$ cat config.mk
export PLATFORM = sky130hd
export DESIGN_NAME = fir_bram_sequencer
export DESIGN_NICKNAME = d
export VERILOG_FILES = /design/src/rtl/fir_bram_sequencer_pkg.sv /design/src/rtl/fir_bram_sequencer_tap_window.sv /design/src/rtl/fir_bram_sequencer.sv
export SDC_FILE = /design/constraint.sdc
export NUM_CORES = 1
export LEC_CHECK = 0
export ABC_CLOCK_PERIOD_IN_PS = 2530
export CORE_MARGIN = 3
export CORE_UTILIZATION = 25
export CTS_CLUSTER_SIZE = 14
export DETAILED_ROUTE_END_ITERATION = 16
export DONT_BUFFER_PORTS = 1
export SKIP_LAST_GASP = 1
export SYNTH_ARGS = -nofsm -noshare
export SYNTH_HDL_FRONTEND = slang
export SYNTH_SLANG_ARGS = --single-unit
$ cat constraint.sdc
create_clock -name clk -period 2.53 [get_ports clk]
set_clock_uncertainty 0.05 [all_clocks]
set_input_delay 0.506 -clock clk [delete_from_list [all_inputs] [get_ports clk]]
set_output_delay 0.506 -clock clk [all_outputs]
set_load 0.02 [all_outputs]
$ cat src/rtl/fir_bram_sequencer_pkg.sv
// Shared types and constants for the FIR BRAM sequencer.
//   state_t  : sequencer FSM states
//   NUM_TAPS : filter window length
//   sample_t : default-width audio sample
package fir_seq_pkg;

  localparam int unsigned NUM_TAPS = 5;
  localparam int unsigned SAMPLE_W = 8;

  typedef logic [SAMPLE_W-1:0] sample_t;

  typedef enum logic [2:0] {
    IDLE,
    LOAD,
    RD,
    RWAIT,
    FILT,
    WB,
    DONE
  } state_t;

endpackage

$ cat src/rtl/fir_bram_sequencer_tap_window.sv
// 5-deep sample history feeding the filter window.
// Ports: clk, rst (async active-high), clr (zero all slots), shift (push din
// into slot 0), repl (with shift: load din into every slot), din, taps
// (flattened window, [DATA_W-1:0] = newest sample, top slice = oldest).
module fir_tap_window
  import fir_seq_pkg::*;
#(
  parameter int unsigned DATA_W = 8
) (
  input  logic                         clk,
  input  logic                         rst,
  input  logic                         clr,
  input  logic                         shift,
  input  logic                         repl,
  input  logic [DATA_W-1:0]            din,
  output logic [NUM_TAPS*DATA_W-1:0]   taps
);

  logic [DATA_W-1:0] hist [NUM_TAPS];

  // History register: clear at frame start, shift or replicate on each read
  always_ff @(posedge clk or posedge rst) begin
    if (rst) begin
      for (int unsigned k = 0; k < NUM_TAPS; k++) hist[k] <= '0;
    end else if (clr) begin
      for (int unsigned k = 0; k < NUM_TAPS; k++) hist[k] <= '0;
    end else if (shift) begin
      if (repl) begin
        for (int unsigned k = 0; k < NUM_TAPS; k++) hist[k] <= din;
      end else begin
        hist[0] <= din;
        for (int unsigned k = 1; k < NUM_TAPS; k++) hist[k] <= hist[k-1];
      end
    end
  end

  for (genvar g = 0; g < NUM_TAPS; g++) begin : g_taps
    assign taps[g*DATA_W +: DATA_W] = hist[g];
  end

endmodule

$ cat src/rtl/fir_bram_sequencer.sv
// Frame sequencer for the audio clean-up path: loads DEPTH samples into the
// single-port sample BRAM, then for each index reads the sample back, builds
// the 5-tap window, waits FILT_LAT cycles for the filter and writes the result
// back in place. Optional macro FIR_SEQ_EDGE_REPLICATE_EN replicates x[0] into
// the missing leading taps instead of zero-padding.
// Ports: clk, rst (async active-high), start; s_data/s_valid/s_ready load
// stream; bram_addr/bram_we/bram_wdata/bram_rdata BRAM port; taps/taps_valid/
// filt_out filter interface; busy, done, idx status.
module fir_bram_sequencer
  import fir_seq_pkg::*;
#(
  parameter int unsigned DATA_W   = 8,
  parameter int unsigned ADDR_W   = 10,
  parameter int unsigned DEPTH    = 1024,
  parameter int unsigned FILT_LAT = 1
) (
  input  logic                        clk,
  input  logic                        rst,
  input  logic                        start,
  input  logic [DATA_W-1:0]           s_data,
  input  logic                        s_valid,
  output logic                        s_ready,
  output logic [ADDR_W-1:0]           bram_addr,
  output logic                        bram_we,
  output logic [DATA_W-1:0]           bram_wdata,
  input  logic [DATA_W-1:0]           bram_rdata,
  output logic [NUM_TAPS*DATA_W-1:0]  taps,
  output logic                        taps_valid,
  input  logic [DATA_W-1:0]           filt_out,
  output logic                        busy,
  output logic                        done,
  output logic [ADDR_W-1:0]           idx
);

  localparam int unsigned      CNT_W    = (FILT_LAT > 1) ? $clog2(FILT_LAT) : 1;
  localparam logic [ADDR_W-1:0] LAST_IDX = ADDR_W'(DEPTH - 1);
  localparam logic [CNT_W-1:0]  LAST_CNT = CNT_W'(FILT_LAT - 1);

  state_t             state;
  logic [CNT_W-1:0]   cnt;
  logic               load_last;
  logic               win_clr_c;
  logic               win_shift_c;
  logic               win_repl_c;

  // Window controls line up with the FSM edge that leaves IDLE / RWAIT
  assign win_clr_c   = (state == IDLE) && start;
  assign win_shift_c = (state == RWAIT);
`ifdef FIR_SEQ_EDGE_REPLICATE_EN
  assign win_repl_c  = (state == RWAIT) && (idx == '0);
`else
  assign win_repl_c  = 1'b0;
`endif

  fir_tap_window #(
    .DATA_W (DATA_W)
  ) u_window (
    .clk   (clk),
    .rst   (rst),
    .clr   (win_clr_c),
    .shift (win_shift_c),
    .repl  (win_repl_c),
    .din   (bram_rdata),
    .taps  (taps)
  );

  // Sequencer FSM; outputs are registered for the state being entered.
  // The last load beat's write lands one cycle later, so LOAD holds one
  // extra cycle (load_last) before the BRAM port is turned to reads.
  always_ff @(posedge clk or posedge rst) begin
    if (rst) begin
      state      <= IDLE;
      s_ready    <= 1'b0;
      bram_addr  <= '0;
      bram_we    <= 1'b0;
      bram_wdata <= '0;
      taps_valid <= 1'b0;
      busy       <= 1'b0;
      done       <= 1'b0;
      idx        <= '0;
      cnt        <= '0;
      load_last  <= 1'b0;
    end else begin
      bram_we    <= 1'b0;
      taps_valid <= 1'b0;
      done       <= 1'b0;
      case (state)
        IDLE: begin
          if (start) begin
            state     <= LOAD;
            idx       <= '0;
            s_ready   <= 1'b1;
            busy      <= 1'b1;
            load_last <= 1'b0;
          end
        end
        LOAD: begin
          if (load_last) begin
            state     <= RD;
            idx       <= '0;
            bram_addr <= '0;
            load_last <= 1'b0;
          end else if (s_valid && s_ready) begin
            bram_we    <= 1'b1;
            bram_addr  <= idx;
            bram_wdata <= s_data;
            if (idx == LAST_IDX) begin
              load_last <= 1'b1;
              s_ready   <= 1'b0;
            end else begin
              idx <= idx + ADDR_W'(1);
            end
          end
        end
        RD: begin
          state <= RWAIT;
        end
        RWAIT: begin
          state      <= FILT;
          cnt        <= '0;
          taps_valid <= 1'b1;
        end
        FILT: begin
          if (cnt == LAST_CNT) begin
            state      <= WB;
            bram_we    <= 1'b1;
            bram_addr  <= idx;
            bram_wdata <= filt_out;
          end else begin
            cnt <= cnt + CNT_W'(1);
          end
        end
        WB: begin
          if (idx == LAST_IDX) begin
            state <= DONE;
            done  <= 1'b1;
          end else begin
            state     <= RD;
            idx       <= idx + ADDR_W'(1);
            bram_addr <= idx + ADDR_W'(1);
          end
        end
        DONE: begin
          state <= IDLE;
          busy  <= 1'b0;
        end
        default: state <= IDLE;
      endcase
    end
  end

endmodule
==> results of run 1 <==
Yosys cell counts (all sizes together):
cell,n,area share (%)
nand2,88,9.1
dfrtp,77,53
a21oi,70,10
clkbuf,17,1.8
mux2,16,5.0
nor2,13,1.3
o21ai,12,1.7
buf,10,1.4
o31ai,8,1.7
a31oi,7,1.2
nand3,7,0.97
or4,7,1.5
inv,6,0.62
or3,6,1.0
nand4,4,1.1
and2,3,0.52
and3,3,0.52
nor3,3,0.55
or2,3,0.52
a22o,2,0.48
a22oi,2,0.41
and3b,2,0.48
nand2b,2,0.35
nor2b,2,0.35
o21a,2,0.41
a221oi,1,0.24
and4,1,0.24
ha,1,0.35
mux2i,1,0.28
nand3b,1,0.21
nor4,1,0.17
o221a,1,0.31
o221ai,1,0.24
o22ai,1,0.17
o311a,1,0.28
o32ai,1,0.24
o41a,1,0.31
o41ai,1,0.24
or3b,1,0.24
xnor2,1,0.24
logic make-up after synthesis:
logic type	after synthesis	share of synthesized area, %
AOI/OAI and AO/OA	111	17.97
xor gates and xnor gates	1	0.2420
adders and majority gates	1	0.3456
buffers and inverters	33	3.768
DFF	77	53.23
muxes	17	5.254
and+or+nand+nor	147	19.18
per-layer routing:
layer  wire length, µm  track usage (%)  up-vias
li1                  -                -     1357
met1              4113            15.09     1376
met2              4426            18.47      114
met3               904            5.600       12
met4               106            3.596        0
met5                 0                0        -
power by group through the flow:
stage | Sequential (µW) | Combinational, µW | Clock, µW
6_report | 1360 | 73.2 | 1320
5_1_grt | 1360 | 87.5 | 1420
4_1_cts | 1360 | 76.6 | 1370
3_5_place_dp | 1380 | 76.5 | 0
3_3_place_gp | 1380 | 71.5 | 0
2_1_floorplan | 1370 | 57.9 | 0
area by class of cell:
| class | instances | share of cell area, % |
|---|---|---|
| Clock buffer | 10 | 5.507 |
| Clock inverter | 6 | 1.715 |
| Inverter | 6 | 0.5718 |
| Multi-Input combinational cell | 277 | 37.44 |
| Sequential cell | 77 | 46.34 |
| Tap cell | 180 | 5.417 |
| Timing Repair Buffer | 15 | 3.009 |
worst max-delay path, cell delays in order, from the launching register on:
cell and delay [ns]:
dfrtp_1 0.63, nand4_4 0.22, o41a_1 0.61, and2_1 0.31
a31oi_1 0.18
flip-flops by register name (all words and copies together), names as in the netlist:
register,flops
done,1
s_ready,1
u_window.taps,40
bram_addr,10
load_last,1
busy,1
state,3
bram_wdata,8
bram_we,1
idx,10
taps_valid,1
worst min path at each step:
stage | start | endpoint | slack (ns) | cells past startpoint
6_report | rst | idx[5] | 0.04 | 1
5_1_grt | rst | idx[3] | 0.07 | 1
4_1_cts | rst | busy | 0.04 | 1
3_5_place_dp | rst | idx[3] | 0.42 | 1
3_3_place_gp | rst | idx[3] | 0.41 | 1
2_1_floorplan | state[1] | state[1] | 0.48 | 2
through the flow:
step                area, µm²  utilization, %  hold WS [ns]
floorplan                3620               -        0.4782
global placement         3857           27.47        0.4073
detailed placement       3857           27.47        0.4151
CTS                      4158           29.61       0.03754
global route             4158           29.61       0.06855
finish                   4158           29.61       0.03597
==> impl_metrics.py, run 1 <==
metrics = {
    "status": {
        "outcome": "complete, no violations",
    },
    "global_routing": {
        "track_usage_pct": 11.99,
        "antenna_found_initial": 0,
        "grt_start_max_net_pins": 49,
        "grt_remaining_overflow": 0,
        "grt_pass1_wl_um": 15260,
        "grt_pass1_vias": 2800,
    },
    "cts": {
        "cts-htree-levels": 3,
        "cts_buffer_depth": 2,
        "clk_latency_ns": 0.34,
        "ctsResizeCount": 0,
        "cts.sinks": 77,
        "cts_root_buf": "clkbuf_16",
        "holdBufCountCts": 0,
        "cts.clk_slew.worst_paths_ns": 0.06,
        "numCtsBuffers": 9,
        "post_cts_buffers": 0,
        "cts_tree": "built",
    },
    "power": {
        "leakage_uw": 0.001707,
        "swShare_pct": 24.49,
        "seqPwrFrac_pct": 49.4,
        "p_sw_uw": 672.6,
        "pwr-share-comb_pct": 2.7,
        "vdd_ir_drop_max_uv": 321.7,
        "p_int_uw": 2074,
        "clkPwrFrac_pct": 47.9,
        "finalPower_uw": 2747,
        "powerDensity_nw_per_um2": 660.6,
    },
    "placement": {
        "io_buffer_count": 0,
        "pre_cts_ws_ns": 0.4776,
        "dpl.hpwl_um": 6601,
        "dp_cells": 555,
        "routabilityCongestion": 0.8254,
    },
    "routing": {
        "drt_iter0_drc": 236,
        "num_vias": 2859,
        "ant_nets": 0,
        "drt-total-wl_um": 9550,
        "drc": 0,
        "vias_per_cell": 5.007,
        "wl_per_cell_um": 16.73,
        "first_pass_iters": 5,
    },
    "layout": {
        "finalNonFillerCells": 571,
        "mostFrequentLayoutCell": "nand2_1",
        "final_cell_mix": "nand2_1, dfrtp_1, a21oi_1, buf_4, nor2_1",
        "syn2layout_area_growth_pct": 14.86,
        "drive_above_1_share_pct": 12.02,
        "n_fill_cell": 1461,
        "antenna-diode-count": 0,
        "multi_input_area_um2": 1556,
        "nets": 415,
        "final-seq-area_um2": 1927,
    },
    "sta": {
        "worstMarginPinSlew_ns": 0.5717,
        "finalHoldViolations": 0,
        "fmax_mhz": 481.1,
        "worst_slack_ns": 0.4516,
        "finalCritPeriodShare_pct": 82.15,
        "fin_setup_tns_ns": 0,
        "slew_headroom_pct": 61.84,
        "setup_viol": 0,
        "fin_crit_ns": 2.078,
        "drv_slew": 0,
        "rsz0062_at_grt": "no",
    },
    "floorplan": {
        "rows": 43,
        "fp.dieW_um": 126.3,
        "start_util_pct": 25.78,
        "fp.dieArea_um2": 15960,
        "die_height_um": 126.3,
        "core_um2": 14040,
        "ios": 101,
    },
    "worst_setup_path": {
        "r2r-start": "idx[2]",
        "r2r_cells": 4,
        "path_class": "reg2reg",
        "endpoint": "bram_addr[3]",
        "path_max_fanout": 11,
        "arrival_ns": 2.28,
        "cp.required_ns": 2.74,
        "worstSetupEndpointType": "register",
        "r2r_setup_slack_ns": 0.45,
        "critical_path.startpoint": "idx[2]",
        "timing.rr.end": "bram_addr[3]",
        "startpoint_type": "register",
    },
    "yosys": {
        "yosysWarnings": 0,
        "ys_seq_elements": 77,
        "seq_area_frac_synth_pct": 53.23,
        "synth_cells": 387,
        "yosysUniqueCellTypes": 48,
        "synth_area_um2": 3620,
        "syn_nets": 416,
        "avgSynthCellArea_um2": 9.353,
    },
    "hold_path": {
        "hold_path_class": "in2async",
    },
    "job": {
        "drv_cap": 0,
    },
}
(Power assumes the default switching activity.)
==> run 2: changes to the inputs <==
- ABC_AREA: not set -> 1
- ABC_CLOCK_PERIOD_IN_PS: 2530 -> 1750
- clock period: 2.53 -> 1.75 ns (I/O delays scaled with it)
==> run 2 against run 1 <==
Net effect: wire length is 2.6% lower; total power increased to 3.2 times the previous value; clock power grew 46%; first-iteration DRC count shrank 50%; cell area grew 0.96%; flip-flop and latch count did not move; combinational power grew to 40 times the previous value; synthesized cell count rose by 7.5%; sequential power rose to 2.9 times the previous value; synthesized area down 1.6%; count of clock-buffer cells in the layout stayed put; critical path depth is 3 higher.
==> impl_metrics.py, run 2 <==
metrics = {
    "status": {
        "outcome": "complete, no violations",
    },
    "global_routing": {
        "grt_pass1_vias": 3020,
        "grt_start_max_net_pins": 78,
        "grt_pass1_wl_um": 15530,
        "track_usage_pct": 12.29,
        "grt_remaining_overflow": 0,
        "antenna_found_initial": 0,
    },
    "routing": {
        "vias_per_cell": 4.564,
        "drt_iter0_drc": 118,
        "drc": 0,
        "ant_nets": 0,
        "num_vias": 2816,
        "drt-total-wl_um": 9300,
        "first_pass_iters": 4,
        "wl_per_cell_um": 15.07,
    },
    "floorplan": {
        "ios": 101,
        "core_um2": 13560,
        "rows": 42,
        "fp.dieArea_um2": 15710,
        "start_util_pct": 26.26,
        "fp.dieW_um": 125.3,
        "die_height_um": 125.3,
    },
    "placement": {
        "place_area_um2": 3871,
        "routabilityCongestion": 0.9079,
        "io_buffer_count": 0,
        "pre_cts_ws_ns": 0.1444,
        "dpl.hpwl_um": 6708,
    },
    "layout": {
        "syn2layout_area_growth_pct": 17.88,
        "mostFrequentLayoutCell": "nand2_1",
        "nets": 465,
        "final_cell_mix": "nand2_1, dfrtp_1, inv_1, nand3_1, o22ai_1",
        "antenna-diode-count": 0,
        "final_util_pct": 30.96,
        "drive_above_1_share_pct": 14.51,
        "largest_register_ffs": 40,
        "fin_area_um2": 4198,
        "n_fill_cell": 1465,
    },
    "yosys": {
        "synth_area_um2": 3561,
        "synth_largest_area_cell": "dfrtp_1",
        "synth.most_common_cell": "nand2_1",
        "yosysUniqueCellTypes": 31,
        "synth_cells": 416,
        "yosys_most_used_dff": "dfrtp_1",
        "yosys-top-cells-area": "dfrtp_1, nand2_1, inv_1",
        "synthArstFlopShare_pct": 100.0,
        "syn_nets": 445,
        "seq_area_frac_synth_pct": 54.11,
        "synthTopCellsByCount": "nand2_1, dfrtp_1, inv_1, nand3_1, o22ai_1",
        "avgSynthCellArea_um2": 8.560,
        "yosysTopAreaCellShare_pct": 54.11,
        "yosysWarnings": 0,
        "synth_edf_count": 0,
        "ys_seq_elements": 77,
    },
    "power": {
        "finalPower_uw": 8727,
        "leakage_uw": 0.002037,
        "vdd_ir_drop_max_uv": 1125,
        "powerDensity_nw_per_um2": 2079,
    },
    "cts": {
        "cts_root_buf": "clkbuf_16",
        "cts_buffer_depth": 2,
        "cts.sinks": 77,
        "numCtsBuffers": 9,
        "clk_latency_ns": 0.34,
        "cts.clk_slew.worst_paths_ns": 0.06,
        "post_cts_buffers": 0,
        "cts_tree": "built",
        "cts-htree-levels": 3,
    },
    "worst_setup_path": {
        "critPathMaxStageDelay_ns": 0.36,
        "crit_buf_inv": 1,
        "startpoint_type": "register",
        "worstSetupEndpointType": "register",
        "path_cells": "buf_4, nand3_1, nor2_1, nand3_1, and2_1, nor2_1, nor2_1",
        "slowest_stage": "dfrtp_1",
        "path_max_fanout": 5,
        "arrival_ns": 1.82,
        "cp.required_ns": 1.93,
        "crit_top_cell": "nor2_1",
        "path_class": "reg2reg",
        "critPathTopFamily": "simple AND/OR/NAND/NOR gates",
    },
    "sta": {
        "fmax_mhz": 610.7,
        "fin_setup_tns_ns": 0,
        "slew_headroom_pct": 68.35,
        "rsz0062_at_grt": "no",
        "finalHoldViolations": 0,
        "drv_slew": 0,
        "setup_viol": 0,
        "worst_slack_ns": 0.1126,
        "finalCritPeriodShare_pct": 93.56,
        "worstMarginPinSlew_ns": 0.4748,
        "fin_crit_ns": 1.637,
    },
    "job": {
        "drv_cap": 0,
    },
    "hold_path": {
        "hold_path_class": "in2reg",
    },
}
run 2: cell count changes in the layout (fill, tap and decap cells not counted), moves of 6 or more:
| cell | change |
|---|---|
| a21oi_1 | -64 |
| inv_1 | +50 |
| nand2_1 | +31 |
| o22ai_1 | +26 |
| nand3_1 | +20 |
| o21ai_0 | +11 |
| nor2_1 | +9 |
| mux2_1 | -8 |
| mux2_2 | -8 |
| o31ai_1 | -8 |
| or4_1 | -7 |
| buf_4 | +6 |
| or3_1 | -6 |
run 2: final cells by class:
class                   instances  area [µm²]  area share (%)
clock buffers                  10       239.0           5.693
clock inverters                 6       70.07           1.669
inverters                      60       231.5           5.514
multi-input cells             265        1310           31.21
flip-flops and latches         77        1927           45.90
well taps                     176       220.2           5.246
repair buffers                 23       200.2           4.769
run 2: per-stage QoR:
step / hold WS (ns) / cells
detailed placement: 0.3287 / 600
global placement: 0.3277 / 600
finish: 0.07852 / 617
floorplan: 0.4210 / 416
CTS: 0.06407 / 617
global route: 0.06903 / 617
run 2: path summary, 6_finish.rpt:
path | from | endpoint | slack [ns] | cells past startpoint
worst max-delay path | idx[0] | idx[7] | 0.11 | 7
worst min-delay path | bram_rdata[2] | u_window.taps[2] | 0.08 | 2
worst max register to register | idx[0] | idx[7] | 0.11 | 7
worst min register to register | idx[4] | idx[4] | 0.54 | 2
max in group asynchronous | rst | u_window.taps[39] | 0.75 | 3
min in group asynchronous | rst | taps_valid | 0.54 | 3
run 2: per-layer routing:
layer,up-vias,part of all wire (%),GRT usage [%]
met5,-,0,0
met4,0,1.4,3.827
met3,13,11,6.525
met2,108,46,19.46
met1,1322,41,14.45
li1,1373,-,-
run 2: power by group:
part | internal, µW | switching, µW
clock network | 1160 | 772
logic | 1010 | 1890
registers | 2500 | 1400
run 2: what timing repair did:
action	in CTS	in global routing
gates resized for setup	0	2
setup endpoints to repair	0	2
endpoints found under the hold margin	77	0
hold buffers	1	0
run 2: logic make-up (layout without fill, tap and decap cells):
| logic type | after synthesis | in the layout | share of synthesized area [%] |
|---|---|---|---|
| AO/OA/AOI/OAI | 68 | 68 | 10.89 |
| XOR/XNOR | 2 | 2 | 0.4920 |
| AND/OR/NAND/NOR | 194 | 194 | 24.84 |
| flip-flops | 77 | 77 | 54.11 |
| buffers and inverters | 74 | 99 | 9.311 |
| adder cells (fa/ha/maj) | 1 | 1 | 0.3513 |
